$ cat src/rtl/wb_arb_pkg.sv
// Shared definitions for the Wishbone round-robin arbiter: FSM encoding and
// timeout counter width.
package wb_arb_pkg;

    localparam int STATE_W = 2;
    localparam int CNT_W   = 8;

    typedef enum logic [STATE_W-1:0] {
        ST_IDLE    = 2'd0,
        ST_BUSY    = 2'd1,
        ST_ABORT   = 2'd2,
        ST_RELEASE = 2'd3
    } arb_state_e;

endpackage

$ cat src/rtl/wb_rr_pick.sv
// Combinational round-robin pick: first requester strictly after 'last',
// wrapping, returned as one-hot grant plus index.
module wb_rr_pick #(
    parameter int NumReq = 4,
    parameter int IdxW   = 2
) (
    input  logic [NumReq-1:0] req,
    input  logic [IdxW-1:0]   last,
    output logic [NumReq-1:0] gnt,
    output logic [IdxW-1:0]   idx,
    output logic              valid
);

    logic [IdxW-1:0] cand;

    always_comb begin
        gnt   = '0;
        idx   = '0;
        valid = 1'b0;
        cand  = '0;
        // i runs 1..NumReq so 'last' itself is considered only after everyone else
        for (int i = 1; i <= NumReq; i++) begin
            cand = IdxW'((int'(last) + i) % NumReq);
            if (!valid && req[cand]) begin
                valid     = 1'b1;
                gnt[cand] = 1'b1;
                idx       = cand;
            end
        end
    end

endmodule

$ cat src/rtl/wb_rr_arbiter.sv
// Round-robin arbiter sharing one Wishbone slave among NumMasters masters,
// with a stalled-strobe timeout that aborts the owner's cycle.
module wb_rr_arbiter
    import wb_arb_pkg::*;
#(
    parameter int NumMasters    = 4,
    parameter int AddrWidth     = 16,
    parameter int DataWidth     = 16,
    parameter int TimeoutCycles = 255
) (
    input  logic                            clk_i,
    input  logic                            rst_i,
    input  logic [NumMasters-1:0]           m_cyc_i,
    input  logic [NumMasters-1:0]           m_stb_i,
    input  logic [NumMasters-1:0]           m_we_i,
    input  logic [NumMasters*AddrWidth-1:0] m_adr_i,
    input  logic [NumMasters*DataWidth-1:0] m_dat_i,
    output logic [NumMasters-1:0]           m_ack_o,
    output logic [NumMasters-1:0]           m_err_o,
    output logic [DataWidth-1:0]            m_dat_o,
    output logic                            s_cyc_o,
    output logic                            s_stb_o,
    output logic                            s_we_o,
    output logic [AddrWidth-1:0]            s_adr_o,
    output logic [DataWidth-1:0]            s_dat_o,
    input  logic [DataWidth-1:0]            s_dat_i,
    input  logic                            s_ack_i,
    input  logic                            s_err_i,
    output logic [NumMasters-1:0]           gnt_o,
    output logic                            timeout_o,
    output logic [STATE_W-1:0]              actual_state_o
);

    localparam int IdxW = (NumMasters > 1) ? $clog2(NumMasters) : 1;

    arb_state_e            state;
    logic [IdxW-1:0]       owner;
    logic [IdxW-1:0]       last_owner;
    logic [CNT_W-1:0]      cnt;
    logic [NumMasters-1:0] pick_gnt;
    logic [IdxW-1:0]       pick_idx;
    logic                  pick_valid;
    logic                  busy;
    logic                  own_cyc;
    logic                  own_stb;
    logic                  expire;

    wb_rr_pick #(
        .NumReq(NumMasters),
        .IdxW  (IdxW)
    ) u_pick (
        .req  (m_cyc_i),
        .last (last_owner),
        .gnt  (pick_gnt),
        .idx  (pick_idx),
        .valid(pick_valid)
    );

    assign busy    = (state == ST_BUSY);
    assign own_cyc = m_cyc_i[owner];
    assign own_stb = m_stb_i[owner];
    // A slave response in the limit cycle wins over the abort.
    assign expire  = own_stb && !s_ack_i && !s_err_i && (cnt == CNT_W'(TimeoutCycles));

    always_ff @(posedge clk_i or posedge rst_i) begin
        if (rst_i) begin
            state      <= ST_IDLE;
            gnt_o      <= '0;
            owner      <= '0;
            last_owner <= IdxW'(NumMasters - 1);
            cnt        <= '0;
        end else begin
            case (state)
                ST_IDLE: begin
                    cnt <= '0;
                    if (pick_valid) begin
                        owner <= pick_idx;
                        gnt_o <= pick_gnt;
                        state <= ST_BUSY;
                    end
                end
                ST_BUSY: begin
                    if (!own_cyc) begin
                        state <= ST_RELEASE;
                        gnt_o <= '0;
                        cnt   <= '0;
                    end else if (expire) begin
                        state <= ST_ABORT;
                        cnt   <= '0;
                    end else if (s_ack_i || s_err_i || !own_stb) begin
                        cnt <= '0;
                    end else begin
                        cnt <= cnt + 1'b1;
                    end
                end
                ST_ABORT: begin
                    state <= ST_RELEASE;
                    gnt_o <= '0;
                end
                ST_RELEASE: begin
                    last_owner <= owner;
                    state      <= ST_IDLE;
                end
                default: begin
                    state <= ST_IDLE;
                    gnt_o <= '0;
                    cnt   <= '0;
                end
            endcase
        end
    end

    always_comb begin
        s_cyc_o = busy & own_cyc;
        s_stb_o = busy & own_stb;
        s_we_o  = busy & m_we_i[owner];
        s_adr_o = busy ? m_adr_i[int'(owner)*AddrWidth +: AddrWidth] : '0;
        s_dat_o = busy ? m_dat_i[int'(owner)*DataWidth +: DataWidth] : '0;
        m_ack_o = '0;
        m_err_o = '0;
        if (busy) begin
            m_ack_o[owner] = s_ack_i;
            m_err_o[owner] = s_err_i;
        end else if (state == ST_ABORT) begin
            m_err_o[owner] = 1'b1;
        end
    end

    assign timeout_o      = (state == ST_ABORT);
    assign m_dat_o        = s_dat_i;
    assign actual_state_o = state;

endmodule

$ cat config.mk
export PLATFORM = sky130hd
export DESIGN_NAME = wb_rr_arbiter
export DESIGN_NICKNAME = d
export VERILOG_FILES = /design/src/rtl/wb_arb_pkg.sv /design/src/rtl/wb_rr_pick.sv /design/src/rtl/wb_rr_arbiter.sv
export SDC_FILE = /design/constraint.sdc
export NUM_CORES = 1
export LEC_CHECK = 0
export CORE_MARGIN = 2
export CORE_UTILIZATION = 35
export DETAILED_ROUTE_END_ITERATION = 10
export GPL_ROUTABILITY_DRIVEN = 0
export PLACE_DENSITY = 0.86
export SLEW_MARGIN = 10
export SYNTH_ARGS = -nofsm -noshare
export SYNTH_HDL_FRONTEND = slang
export SYNTH_HIERARCHICAL = 1
export SYNTH_SLANG_ARGS = --single-unit
$ cat constraint.sdc
create_clock -name clk_i -period 3.4 [get_ports clk_i]
set_input_delay 1.02 -clock clk_i [delete_from_list [all_inputs] [get_ports clk_i]]
set_output_delay 1.02 -clock clk_i [all_outputs]
set_load 0.05 [all_outputs]
==> flow_summary_export.csv <==
group,metric,value,unit
outcome,status,"complete, no violations",
sta,worst_hold_slack,0.511,ns
worst_setup_path,worst_setup_path_end_kind,"output port",
worst_setup_path,critical_path_class,"input port to output port",
routing,drt-initial-drc-count,104,
sta,setup_repair_after_global_routing_missed_its_margin,"false",
global_route,grt_start_max_net_pins,46,
sta,highest_attainable_clock_frequency,296,MHz
final_layout,fillCellCount,661,
power_and_ir_drop,power.density,775,mW/mm²
placement,dp.final_hpwl,9410,µm
min_path,min-delay-start,"cnt[6]",
logic_synthesis,postSynth.asyncResetShare,100,%
sta,setup_ws,0.0194,ns
worst_setup_path,timing.critical_path.arrival,2.36,ns
placement,io_buffers,193,
power_and_ir_drop,power_leakage,1.99,nW
routing,post_drt_wl_per_cell,19.9,µm
sta,tightest_slew,0.702,ns
sta,final_max_slew_viol_count,0,
logic_synthesis,mappedNetlistArea,0.00293,mm²
sta,final.min_clock_period,3.38,ns
routing,via_count,3102,
logic_synthesis,synth_area_per_cell,9.88,µm²
placement,placement.setup.worst_slack,-0.0156,ns
final_layout,area_growth_syn_to_fin,68.9,%
min_path,hold_depth,1,
global_route,grt_remaining_overflow,0,
routing,firstDrtPassIters,6,
power_and_ir_drop,worst_ir_drop_vdd,0.613,mV
worst_setup_path,r2r_setup_slack,0.40,ns
clock_network,cts-hold-fix-buffers,0,
logic_synthesis,synth-seq-area-share,15.4,%
final_layout,antenna_cell_count,0,
clock_network,cts.htree.levels,1,
floorplanning,design.die.area,0.00913,mm²
worst_setup_path,timing.rr.end,"gnt_o[2]",
global_route,grt_util_all_layers,23.5,%
worst_setup_path,timing.critical_path.fanout_max,1,
logic_synthesis,synth_top_flop_cell,"sky130_fd_sc_hd__dfrtp_1",
sta,timing_hold_violations_final,0,
worst_setup_path,r2r_start,"last_owner[0]",
logic_synthesis,synth.net_count,472,
global_route,antenna_violations_before_repair,0,
clock_network,clock_slew_at_the_register_clock_pins_of_the_worst_setup_and_hold_paths,0.07,ns
min_path,worstHoldEndpoint,"cnt[6]",
final_layout,area_taken_by_flip_flops_and_latches,455,µm²
clock_network,cts_tree,"done",
logic_synthesis,number_of_flops_mapped_to_enable_cells_by_yosys,0,
min_path,holdCritPathClass,"register to register",
clock_network,clk_latency,0.26,ns
final_layout,ratio_of_cells_with_drive_above_1_in_the_final_layout,25.8,%
global_route,first_pass_grt_wire_length,16200,µm
final_layout,final_core_util,60.6,%
clock_network,cts.sinks,18,
sta,period_share,99.4,%
job,timing.max_cap.violations,0,
clock_network,max-clock-path-buffers,2,
sta,finClkSkew,0.00293,ns
clock_network,num_cts_buffers,3,
logic_synthesis,ys.warnings.count,6,
logic_synthesis,synth_cells,297,
logic_synthesis,flop_and_latch_count_out_of_synthesis,18,
logic_synthesis,number_of_unique_standard_cell_types_used_by_synthesis,52,
sta,max_slew_margin,53.1,%
worst_setup_path,timing.reg2reg.worst_path_depth,8,
routing,antenna_violating_nets_post_route,0,
global_route,grt_pass1_vias,3125,
final_layout,fin_nets,641,
floorplanning,design.core.area,0.00818,mm²
final_layout,multi_input_gate_area_in_the_final_layout,0.00219,mm²
worst_setup_path,timing.critical_path.required,2.38,ns
sta,setup_violations,0,
routing,drt-vias-per-instance,5.44,
floorplanning,initial_core_util,35.9,%
floorplanning,dieWidth,95.6,µm
clock_network,root_buffer,"sky130_fd_sc_hd__clkbuf_8",
floorplanning,io_pins,226,
floorplanning,chipHeight,95.6,µm
worst_setup_path,timing.critical_path.from_type,"input port",
routing,detail_route.wirelength,11300,µm
floorplanning,fp-row-count,33,
routing,remaining_drc_errors,0,
## worst max-delay path by stage
stage	from	to	slack (ns)
after floorplan	actual_state_o[0]	m_err_o[3]	0.15
after global placement	m_dat_i[52]	s_dat_o[4]	-0.01
after detailed placement	m_dat_i[52]	s_dat_o[4]	-0.02
after CTS	m_dat_i[52]	s_dat_o[4]	0.009
after global routing	m_dat_i[53]	s_dat_o[5]	0.01
final	m_dat_i[34]	s_dat_o[2]	0.02
## where the power goes
part	leakage (nW)	switching [mW]	internal (mW)
clock network	0.0288	0.0743	0.103
logic	1.73	1.83	1.41
registers	0.232	0.144	0.280
total	1.99	2.05	1.79
## state kept, by name, indices dropped and copies added, names as in the netlist
| signal | cells |
|---|---|
| last_owner | 2 |
| actual_state_o | 2 |
| cnt | 8 |
| owner | 2 |
| gnt_o | 4 |
## worst max-delay path: stages
cell                              delay [ns]
sky130_fd_sc_hd__clkdlybuf4s50_1        0.46
sky130_fd_sc_hd__mux4_2                 0.46
sky130_fd_sc_hd__and2_1                 0.21
sky130_fd_sc_hd__buf_4                  0.20
## cells by family after synthesis
logic type / count (synthesis) / synth area share (%)
adders and majority gates: 15 / 6.40
xor gates and xnor gates: 1 / 0.299
buffers and inverters: 57 / 10.4
muxes: 52 / 33.6
and+or+nand+nor: 105 / 20.2
DFF: 18 / 15.4
AOI/OAI and AO/OA: 49 / 13.8
## through the flow
stage | power (mW) | area [µm²] | TNS [ns] | cells
final | 3.84 | 4960 | 0 | 570
after floorplan | 2.69 | 2940 | 0 | 297
after CTS | 3.86 | 4950 | 0 | 570
after global placement | 3.61 | 4890 | -0.0150 | 566
after detailed placement | 3.66 | 4890 | -0.0208 | 566
after global routing | 4.04 | 4960 | 0 | 570
## Yosys cell counts (all sizes together), types with 2 or more instances
library cell,instances,area share [%]
mux2i,8,3.0
or2,2,0.43
ha,15,6.4
o31ai,6,1.5
nor2,16,2.0
o21ai,9,1.5
or3,5,1.1
mux2,9,3.7
a211oi,4,1.4
o211a,2,0.68
or3b,2,0.68
a2111o,4,1.5
nand2,20,2.6
clkbuf,9,1.2
nand2b,5,1.1
nand3,3,0.51
a22o,3,0.90
dfstp,2,1.8
mux4,35,27
a21oi,6,1.0
nand3b,5,1.3
dfrtp,16,14
inv,18,2.3
nand4,6,1.3
nor3,4,1.0
buf,30,6.9
and2,33,7.0
a31oi,6,1.3
## area by class of cell
class                           instances  share of cell area (%)
Clock buffer                            4                    1.11
Inverter                               18                    1.36
Multi-Input combinational cell        222                    44.1
Sequential cell                        18                    9.19
Tap cell                              105                    2.65
Timing Repair Buffer                  203                    41.6
## per-layer routing
layer	wire, µm	GRT usage, %
met5	0	0
met2	5870	44.4
met3	1100	6.40
met1	4210	26.5
met4	161	4.05
## cells in the final DEF, fill, tap and decap left out, types with 3 or more instances in the layout
cell,instances
sky130_fd_sc_hd__clkbuf_8,4
sky130_fd_sc_hd__or3_1,5
sky130_fd_sc_hd__mux2_2,7
sky130_fd_sc_hd__clkdlybuf4s50_1,149
sky130_fd_sc_hd__mux2i_1,6
sky130_fd_sc_hd__nand3b_1,5
sky130_fd_sc_hd__mux4_2,35
sky130_fd_sc_hd__nor3_2,4
sky130_fd_sc_hd__dfrtp_1,14
sky130_fd_sc_hd__a22o_1,3
sky130_fd_sc_hd__nand2_1,19
sky130_fd_sc_hd__o31ai_1,6
sky130_fd_sc_hd__nand2b_1,5
sky130_fd_sc_hd__a2111o_1,4
sky130_fd_sc_hd__buf_12,12
sky130_fd_sc_hd__nand4_1,6
sky130_fd_sc_hd__a31oi_1,6
sky130_fd_sc_hd__nor2_1,16
sky130_fd_sc_hd__a211oi_1,3
sky130_fd_sc_hd__o21ai_0,3
sky130_fd_sc_hd__inv_1,18
sky130_fd_sc_hd__o21ai_1,6
sky130_fd_sc_hd__ha_1,15
sky130_fd_sc_hd__nand3_1,3
sky130_fd_sc_hd__a21oi_1,6
sky130_fd_sc_hd__and2_1,33
sky130_fd_sc_hd__buf_4,39
## timing repair
| item | 4_1_cts | 5_1_grt |
|---|---|---|
| resized for setup | 2 | 1 |
| endpoints found under the setup margin | 2 | 1 |
| setup buffers | 0 | 0 |
Power figures use the tool's default switching activity.
